===== config.mk =====
export PLATFORM = sky130hd
export DESIGN_NAME = spi_byte_master
export DESIGN_NICKNAME = d
export VERILOG_FILES = /design/src/rtl/spi_byte_master_pkg.sv /design/src/rtl/spi_half_clk_div.sv /design/src/rtl/spi_byte_master.sv
export SDC_FILE = /design/constraint.sdc
export NUM_CORES = 1
export LEC_CHECK = 0
export CAP_MARGIN = 5
export CELL_PAD_IN_SITES_DETAIL_PLACEMENT = 2
export CELL_PAD_IN_SITES_GLOBAL_PLACEMENT = 2
export CORE_ASPECT_RATIO = 1.4
export CORE_MARGIN = 5
export CORE_UTILIZATION = 26
export DETAILED_ROUTE_END_ITERATION = 8
export DONT_BUFFER_PORTS = 1
export PLACE_DENSITY = 0.67
export SYNTH_ARGS = -nofsm -noshare
export SYNTH_HDL_FRONTEND = slang
export SYNTH_SLANG_ARGS = --single-unit

===== constraint.sdc =====
create_clock -name clk -period 4.15 [get_ports clk]
set_clock_uncertainty 0.2 [all_clocks]
set_input_delay 0.415 -clock clk [delete_from_list [all_inputs] [get_ports clk]]
set_output_delay 0.415 -clock clk [all_outputs]
set_load 0.01 [all_outputs]

===== src/rtl/spi_byte_master_pkg.sv =====
// Shared definitions for the SPI byte engine: FSM encoding, idle levels, default rates.
package spi_byte_master_pkg;

   typedef enum logic [1:0] {
      ST_IDLE = 2'd0,
      ST_LOW  = 2'd1,
      ST_HIGH = 2'd2
   } spi_state_t;

   localparam logic        SPI_MOSI_IDLE    = 1'b1;
   localparam logic [7:0]  SD_INIT_FILL     = 8'hFF;
   localparam int unsigned DIV_SLOW_DEFAULT = 62;
   localparam int unsigned DIV_FAST_DEFAULT = 2;
   localparam int unsigned BYTE_BITS        = 8;

   function automatic int unsigned max_div(input int unsigned a, input int unsigned b);
      return (a > b) ? a : b;
   endfunction

endpackage


===== src/rtl/spi_half_clk_div.sv =====
// Loadable SCLK half-period counter; phase_end is high during the last clk of each half-period.
module spi_half_clk_div #(
   parameter int unsigned CNT_W = 6
) (
   input  logic             clk,
   input  logic             rst,
   input  logic             load,
   input  logic             enable,
   input  logic [CNT_W-1:0] last,
   output logic             phase_end
);

   logic [CNT_W-1:0] cnt;
   logic [CNT_W-1:0] last_q;

   // phase_end is computed one cycle ahead so it lines up with cnt == last_q.
   always_ff @(posedge clk) begin
      if (rst) begin
         cnt       <= '0;
         last_q    <= '0;
         phase_end <= 1'b0;
      end else if (load) begin
         cnt       <= '0;
         last_q    <= last;
         phase_end <= (last == '0);
      end else if (enable) begin
         if (phase_end) begin
            cnt       <= '0;
            phase_end <= (last_q == '0);
         end else begin
            cnt       <= cnt + CNT_W'(1);
            phase_end <= ((cnt + CNT_W'(1)) == last_q);
         end
      end else begin
         cnt       <= '0;
         phase_end <= 1'b0;
      end
   end

endmodule


===== src/rtl/spi_byte_master.sv =====
// Mode-0 SPI byte engine: shifts one byte out MSB-first and captures one byte per start.
module spi_byte_master
   import spi_byte_master_pkg::*;
#(
   parameter int unsigned DIV_SLOW = DIV_SLOW_DEFAULT,
   parameter int unsigned DIV_FAST = DIV_FAST_DEFAULT
) (
   input  logic       clk,
   input  logic       rst,
   input  logic       start,
   input  logic [7:0] data,
   input  logic       fast_mode,
   output logic       rdy,
   output logic       busy,
   output logic [7:0] rx_data,
   output logic       spi_sclk,
   output logic       spi_mosi,
   input  logic       spi_miso
);

   localparam int unsigned DIV_MAX = max_div(DIV_SLOW, DIV_FAST);
   localparam int unsigned CNT_W   = (DIV_MAX > 1) ? $clog2(DIV_MAX) : 1;

   spi_state_t       state;
   logic [7:0]       tx_sr;
   logic [7:0]       rx_sr;
   logic [2:0]       bit_cnt;
   logic             accept;
   logic             active;
   logic             phase_end;
   logic [CNT_W-1:0] div_last;

   assign accept   = (state == ST_IDLE) && start;
   assign active   = (state != ST_IDLE);
   assign div_last = fast_mode ? CNT_W'(DIV_FAST - 1) : CNT_W'(DIV_SLOW - 1);

   spi_half_clk_div #(
      .CNT_W (CNT_W)
   ) u_div (
      .clk       (clk),
      .rst       (rst),
      .load      (accept),
      .enable    (active),
      .last      (div_last),
      .phase_end (phase_end)
   );

   // Byte FSM: LOW ends by raising SCLK and sampling MISO, HIGH ends by lowering SCLK.
   always_ff @(posedge clk) begin
      if (rst) begin
         state    <= ST_IDLE;
         tx_sr    <= '0;
         rx_sr    <= '0;
         bit_cnt  <= '0;
         rdy      <= 1'b0;
         busy     <= 1'b0;
         rx_data  <= '0;
         spi_sclk <= 1'b0;
         spi_mosi <= SPI_MOSI_IDLE;
      end else begin
         rdy <= 1'b0;
         case (state)
            ST_IDLE: begin
               if (start) begin
                  tx_sr    <= data;
                  bit_cnt  <= '0;
                  busy     <= 1'b1;
                  spi_sclk <= 1'b0;
                  spi_mosi <= data[7];
                  state    <= ST_LOW;
               end
            end
            ST_LOW: begin
               if (phase_end) begin
                  spi_sclk <= 1'b1;
                  rx_sr    <= {rx_sr[6:0], spi_miso};
                  state    <= ST_HIGH;
               end
            end
            ST_HIGH: begin
               if (phase_end) begin
                  spi_sclk <= 1'b0;
                  if (bit_cnt != 3'(BYTE_BITS - 1)) begin
                     bit_cnt  <= bit_cnt + 3'd1;
                     spi_mosi <= tx_sr[6];
                     tx_sr    <= {tx_sr[6:0], SPI_MOSI_IDLE};
                     state    <= ST_LOW;
                  end else begin
                     busy     <= 1'b0;
                     rdy      <= 1'b1;
                     rx_data  <= rx_sr;
                     spi_mosi <= SPI_MOSI_IDLE;
                     state    <= ST_IDLE;
                  end
               end
            end
            default: begin
               state    <= ST_IDLE;
               busy     <= 1'b0;
               spi_sclk <= 1'b0;
               spi_mosi <= SPI_MOSI_IDLE;
            end
         endcase
      end
   end

endmodule


After elaboration in Yosys (flattened, before gate mapping). Cells that the tools add are included.

Output and inout port bits: 12. Bits in registers: 45. Word-level logic and storage cells: 72. Bits of input ports: 13.

Bitwise gates (word level): 5. Equality and inequality tests: 9. Reductions and logical operators: 14. Muxes and demuxes: 30. Add/sub/neg operators: 2.

Operators with widths (number): $mux W7 (3); $mux W1 (14); $pmux W7 S2 (1); $logic_not A6 Y1 (2); $mux W3 (3); $pmux W1 S3 (3); $reduce_and A3 Y1 (3); $reduce_and A4 Y1 (2); $add A6 B1 Y6 const B (1); $eq A6 B6 Y1 (1); $mux W2 (3); $mux W6 (1); $ne A2 B2 Y1 const B (3); $pmux W2 S3 (1); $pmux W3 S2 (1); $not A1 Y1 (5); $ne A2 B1 Y1 const B (2); $reduce_bool A2 Y1 (2); $reduce_or A4 Y1 (1); $add A3 B1 Y3 const B (1); $ne A3 B3 Y1 const B (1); $reduce_or A3 Y1 (1); $eq A2 B1 Y1 const B (1); $eq A2 B2 Y1 const B (1); other kinds (3) (3).

Depth between registers and ports, before layout. Gate-level depths: netlist of the first run.

Depth after elaboration: 5. Depth in mapped cells: 7. Mapped depth without buffers: 6.

Modules after synthesis. Synthesis of the first run repeated with hierarchy kept, for this count alone.

Cells, all modules: 202. Area, all modules: 1996.9 um2.

Modules (own cells, without submodules): spi_byte_master (seq. area each 620.6 um2, instances 1, cells an instance 142, area each 1378.8 um2); spi_half_clk_div (seq. area each 260.2 um2, instances 1, cells an instance 60, area each 618.1 um2).

Worst setup path before layout of the first run. Ideal clock, no wire load.

Path kind: register to register. Start: register bit_cnt[0]. End: register bit_cnt[1]. Cell stages (with the launch flop): 8. Slack: 2.366 ns. Library setup time: 0.070 ns. Required time: 3.880 ns. Data arrival time: 1.513 ns. Path buffers: 1. Clock period less this slack: 1.784 ns. Cell sequence: dfxtp_1 ha_1 ha_1 nand3b_1 a21oi_1 clkbuf_1 nand3_1 a21oi_1.

Cells in the longest elaborated chain, start to end: 4. Elaborated cells between the ends (all ways): 7.

RTL lines: from (decl) (RTL line spi_byte_master.sv:27) `logic [2:0] bit_cnt;`; from (signal assigned) (RTL line spi_byte_master.sv:84) `bit_cnt <= bit_cnt + 3'd1;`; $add A3 B1 Y3 (RTL line spi_byte_master.sv:84); $mux W3 (RTL line spi_byte_master.sv:83) `if (bit_cnt != 3'(BYTE_BITS - 1)) begin`; $mux W3 (RTL line spi_byte_master.sv:81) `if (phase_end) begin`; $pmux W3 S2 (RTL line spi_byte_master.sv:62) `case (state)`.

Parallel ways exist; a longest one is shown, timed or not. The select of a mux whose other input is x is not followed. A chain may end at the register's enable or synchronous reset.

==> qor.yml, run 1 <==
grt_max_degree: 33
ys_ff_latch: 40
ys_warn_count: 0
syn-num-nets: 212
hold_buffers: 1
hold_viol: 0
final_layout_size_suffix_gt1_share_pct: 6.67
multi_input_area_um2: 800
die_area_mm2: 0.00807
post-route-min-period_ns: 2.22
clkSinkCount: 40
antenna_left: 0
ys_seq_area_share_pct: 48.5
fillers: 734
grt_pass1_wl_um: 6860
crit_path_top_delay_cell: "nor2b_1"
path_class: "flop to flop"
final-seq-area_um2: 801
grt_use_total_pct: 10.5
final_cell_mix: "dfxtp_1, nor2_1, nand2_1, a21oi_1, mux2i_1"
antenna_found_initial: 0
die_w_um: 77.4
end_kind: "flop"
cts-root-buf: "clkbuf_8"
clock_latency_ns: 0.28
power.density_mw_per_mm2: 397
syn_inst: 196
grt_overflow: 0
postCtsResizedCells: 0
h-tree-depth: 2
cts_inserted_buffers: 5
dp_hpwl_um: 2950
outcome: "completed"
report.final.slew_viol_count: 0
drv_cap: 0
start_util_pct: 26.6
rows: 34
hold_class: "input pin to flop"
startpoint_type: "flop"
setup_viol: 0
rsz0062_at_grt: "no"
io_pins: 25
final_core_util_pct: 29.2
fin_tns_setup_ns: 0
cp.arrival_ns: 2.20
fmax_ghz: 0.450
place.gp.congestion: 0.698
antenna_cells: 0
die_h_um: 104
syn_to_final_growth_pct: 9.85
syn_avg_cell_area_um2: 8.43
routedWlPerCell_um: 15.4
max_stage_delay_ns: 0.62
netlist_area_mm2: 0.00165
clock_path_buffers: 2
critical_path_required_ns: 4.13
routed_wl_um: 4120
cts_tree: "built"
crit_path_cell_trace: "nor2b_1 > nand3_1 > nand2_1 > a21oi_1"
worst-path-max-fanout: 10
leakage_nw: 0.685
design.core.area_mm2: 0.00621
final_common_cell: "dfxtp_1"
via_per_inst: 4.99
slew_headroom_pct: 54.6
port_buffers: 0
grt_pass1_vias: 1398
vias: 1331
drt_iter0_markers: 45
drcViolationCount: 0
period_share_pct: 53.5
synth.distinct_cells: 31
vdd_ir_drop_max_uv: 219
dr.pass1.iters: 4
tightest_slew_ns: 0.680
path_clk_slew_ns: 0.08
power_mw: 0.720
postCtsSetupRepairBufs: 0
nNetsFinal: 210
[cell usage after synthesis]
cell type / number / area (µm²)
ha_1: 3 / 37.5
nand2_1: 32 / 120
o21ai_0: 1 / 5.00
xnor2_1: 2 / 17.5
o21bai_1: 1 / 7.51
dfxtp_1: 40 / 801
o22ai_1: 1 / 6.26
mux2_2: 1 / 11.3
or2_2: 1 / 6.26
a211oi_1: 2 / 15.0
nor2_1: 35 / 131
or3_1: 1 / 6.26
and2_1: 1 / 6.26
nor2_2: 1 / 6.26
nor2b_1: 2 / 12.5
a311oi_1: 7 / 61.3
nand3b_1: 3 / 22.5
nand2b_1: 7 / 43.8
nor4_1: 1 / 6.26
inv_1: 1 / 3.75
o21a_1: 1 / 7.51
nor3b_1: 1 / 7.51
o211ai_1: 2 / 15.0
xor2_1: 2 / 17.5
a21oi_1: 17 / 85.1
nor3_1: 2 / 10.0
nand3_1: 7 / 35.0
buf_2: 5 / 25.0
mux2i_1: 9 / 90.1
nand4b_1: 1 / 8.76
clkbuf_1: 6 / 22.5
[sequential cells by signal, indices dropped and copies added, names as in the netlist]
signal           count
bit_cnt              3
rx_data              8
busy                 1
u_div.cnt            6
state                1
u_div.last_q         2
u_div.phase_end      1
rx_sr                8
spi_sclk             1
rdy                  1
spi_mosi             1
tx_sr                7
[cell families after synthesis]
group	Yosys count	share of synthesized area (%)
buffers and inverters	12	3.11
muxes	10	6.14
xor gates and xnor gates	4	2.12
AOI/OAI and AO/OA	32	12.3
DFF	40	48.5
adders and majority gates	3	2.27
and+or+nand+nor	95	25.6
[worst paths after layout]
path / slack, ns / start / cells after the start / to
setup / recovery: 1.93 / spi_sclk$_SDFFE_PP0P_ / 4 / rx_data[2]$_SDFFE_PP0P_
hold / removal: 0.03 / start / 1 / u_div.last_q[4]$_SDFFE_PP0P_
setup reg to reg: 1.93 / spi_sclk$_SDFFE_PP0P_ / 4 / rx_data[2]$_SDFFE_PP0P_
hold reg to reg: 0.26 / rx_sr[7]$_SDFFE_PP0P_ / 2 / rx_data[7]$_SDFFE_PP0P_
[per-layer routing]
metal,track usage [%],up-vias,share of wire [%]
met1,10.9,660,41
met5,0,-,0
met4,4.42,0,0.97
met2,19.3,14,55
met3,2.86,2,3.3
li1,-,655,-
[per-stage QoR]
stage | hold slack, ns | std cells | setup slack, ns | instance area [µm²]
finish | 0.0317 | 267 | 1.93 | 1810
global route | 0.0180 | 267 | 1.68 | 1810
CTS | 0.0185 | 267 | 1.88 | 1810
detailed placement | 0.257 | 258 | 1.90 | 1700
global placement | 0.245 | 258 | 1.96 | 1700
floorplan | 0.232 | 196 | 2.37 | 1650
[critical path, delay by kind of cell, from the launching register on]
kind | cells | cell delay, ns
DFF | 1 | 0.57
AOI/OAI and AO/OA | 1 | 0.08
and+or+nand+nor | 3 | 1.26
[power by group]
group / leakage [nW] / internal (mW) / switching, mW
registers: 0.325 / 0.396 / 0.0121
logic: 0.309 / 0.0199 / 0.0261
clock network: 0.0510 / 0.133 / 0.134
total: 0.685 / 0.548 / 0.172
[cell type report]
cell class	count	area share (%)
flip-flops and latches	40	44.1
multi-input cells	144	44.1
well taps	72	4.97
clock buffers	6	4.55
repair buffers	2	1.52
clock inverters	2	0.552
inverters	1	0.207
(Power assumes the default switching activity.)
==> run 2, diff against run 1 <==
Clock period 4.15 ns to 2.3 ns, I/O delays scaled along.
==> qor.yml, run 2 (synthesis results as in run 1) <==
outcome: "completed"
fmax_ghz: 0.523  # +16%
drt_iter0_markers: 38  # -16%
clock_path_buffers: 2  # unchanged
antenna_left: 0  # unchanged
path_class: "flop to flop"
max_stage_delay_ns: 0.33  # -0.29 ns
io_pins: 25  # unchanged
vdd_ir_drop_max_uv: 371  # +70%
drcViolationCount: 0  # unchanged
syn_to_final_growth_pct: 16.4
fillers: 732  # -0.27%
final_common_cell: "dfxtp_1"
power.density_mw_per_mm2: 661  # +66%
setup_viol: 0  # unchanged
cp-startpoint: "bit_cnt[0]$_SDFFE_PP0P_"
drv_cap: 0  # unchanged
die_h_um: 104  # unchanged
tightest_slew_ns: 0.556  # -0.124 ns
worst-path-max-fanout: 20  # +10
grt_pass1_vias: 1455  # +4.1%
timing.rr.end: "tx_sr[4]$_SDFFE_PP0P_"
crit_path_top_delay_cell: "dfxtp_1"
wl_met2_um: 2140  # -5.0%
fin_cells: 279  # +4.5%
place_ws_ns: 0.386  # -1.52 ns
design.core.area_mm2: 0.00621  # unchanged
final-seq-area_um2: 801  # unchanged
r2r_slack_ns: 0.39  # -1.54 ns
final_layout_size_suffix_gt1_share_pct: 6.76  # +0.097 points
die_area_mm2: 0.00807  # unchanged
fin_tns_setup_ns: 0  # unchanged
dp_hpwl_um: 2830  # -4.1%
postCtsResizedCells: 0  # unchanged
routed_wl_um: 4140  # +0.48%
hp-start: "rst"
hold_viol: 0  # unchanged
place.gp.congestion: 0.676  # -3.1%
crit_path_cell_trace: "ha_1 > ha_1 > nand3b_1 > a21oi_1 > buf_4 > nor2_1 > a311oi_1"
met1_length_um: 1770  # +4.6%
vias: 1357  # +2.0%
min_to: "u_div.last_q[0]$_SDFFE_PP0P_"
cts_inserted_buffers: 5  # unchanged
power_mw: 1.27  # +76%
via_per_inst: 4.86  # -2.4%
end_kind: "flop"
slew_headroom_pct: 62.8  # +8.2 points
grt_use_total_pct: 10.9  # +0.40 points
h-tree-depth: 2  # unchanged
placed_cells: 261  # +1.2%
report.final.slew_viol_count: 0  # unchanged
routed-wl-met3_um: 152  # +11%
clkSinkCount: 40  # unchanged
start_util_pct: 26.6  # unchanged
rsz0062_at_grt: "no"
port_buffers: 0  # unchanged
cts-root-buf: "clkbuf_8"
period_share_pct: 83.1  # +30 points
cts_tree: "built"
multi_input_area_um2: 800  # unchanged
die_w_um: 77.4  # unchanged
ff2ff_path_depth: 7  # +3
dr.pass1.iters: 3  # -1
path_clk_slew_ns: 0.07  # about the same
whs_ns: 0.0132  # -0.0185 ns
startpoint_type: "flop"
post-route-min-period_ns: 1.91  # -0.309 ns
hold_class: "input pin to flop"
cp.arrival_ns: 1.91  # -0.29 ns
leakage_nw: 0.732  # +6.8%
rows: 34  # unchanged
nNetsFinal: 223  # +6.2%
grt_overflow: 0  # unchanged
critical_path_required_ns: 2.30  # -1.83 ns
holdPathStages: 2  # +1
grt_pass1_wl_um: 7130  # +3.9%
top_regs: "rx_data (8), rx_sr (8), tx_sr (7)"
highest_layer: "met4"
antenna_found_initial: 0  # unchanged
grt_max_degree: 35  # +6.1%
fin_ws_ns: 0.388  # -1.54 ns
routedWlPerCell_um: 14.9  # -3.8%
worst_path_most_repeated_cell: "ha_1"
clock_latency_ns: 0.28  # about the same
antenna_cells: 0  # unchanged
reg2reg_from: "bit_cnt[0]$_SDFFE_PP0P_"
final_cell_mix: "dfxtp_1, nor2_1, nand2_1, a21oi_1, dlygate4sd3_1"
-- run 2: cell types whose count changed in the layout (fill, tap and decap cells not counted), sizes merged --
cell	delta
buf	+3
clkinv	-1
dlygate4sd3	+10
-- run 2: worst max path at each step --
stage | endpoint | slack (ns) | cells past startpoint
3_5_place_dp | tx_sr[4]$_SDFFE_PP0P_ | 0.39 | 7
5_1_grt | tx_sr[4]$_SDFFE_PP0P_ | 0.23 | 7
3_3_place_gp | tx_sr[4]$_SDFFE_PP0P_ | 0.42 | 7
2_1_floorplan | bit_cnt[1]$_SDFFE_PP0P_ | 0.52 | 7
6_report | tx_sr[4]$_SDFFE_PP0P_ | 0.39 | 7
4_1_cts | tx_sr[4]$_SDFFE_PP0P_ | 0.36 | 7
-- run 2: critical path, delay by kind of cell (launching register included) --
kind	cells	cell delay, ns
AO/OA/AOI/OAI	2	0.39
buffers and inverters	1	0.25
flip-flops	1	0.33
AND/OR/NAND/NOR	2	0.23
adder cells (fa/ha/maj)	2	0.42
-- run 2: area by class of cell --
| type | instances | share of cell area, % |
|---|---|---|
| clock buffers | 6 | 3.78 |
| clock inverters | 1 | 0.260 |
| inverters | 1 | 0.195 |
| multi-input cells | 144 | 41.6 |
| flip-flops and latches | 40 | 41.7 |
| well taps | 72 | 4.69 |
| repair buffers | 15 | 7.81 |
-- run 2: metrics by stage --
step	area (µm²)	util, %
global route	1920	30.9
floorplan	1650	-
CTS	1920	30.9
detailed placement	1720	27.8
finish	1920	30.9
global placement	1720	27.8
-- run 2: power breakdown --
part	switching, mW	internal (mW)	total, mW	leakage, nW
Clock	0.230	0.206	0.437	0.0410
Combinational	0.0507	0.0477	0.0984	0.366
Sequential	0.0210	0.714	0.735	0.325
Total	0.302	0.968	1.27	0.732
-- run 2: repair_timing --
item	4_1_cts	5_1_grt
hold buffers	11	0
buffers inserted	0	0
hold endpoints to repair	34	0
-- run 2: routing by layer --
metal	vias to the layer above	global-route usage [%]
li1	685	-
met1	652	12.0
met2	15	19.3
met3	5	3.12
met4	0	4.42
met5	-	0
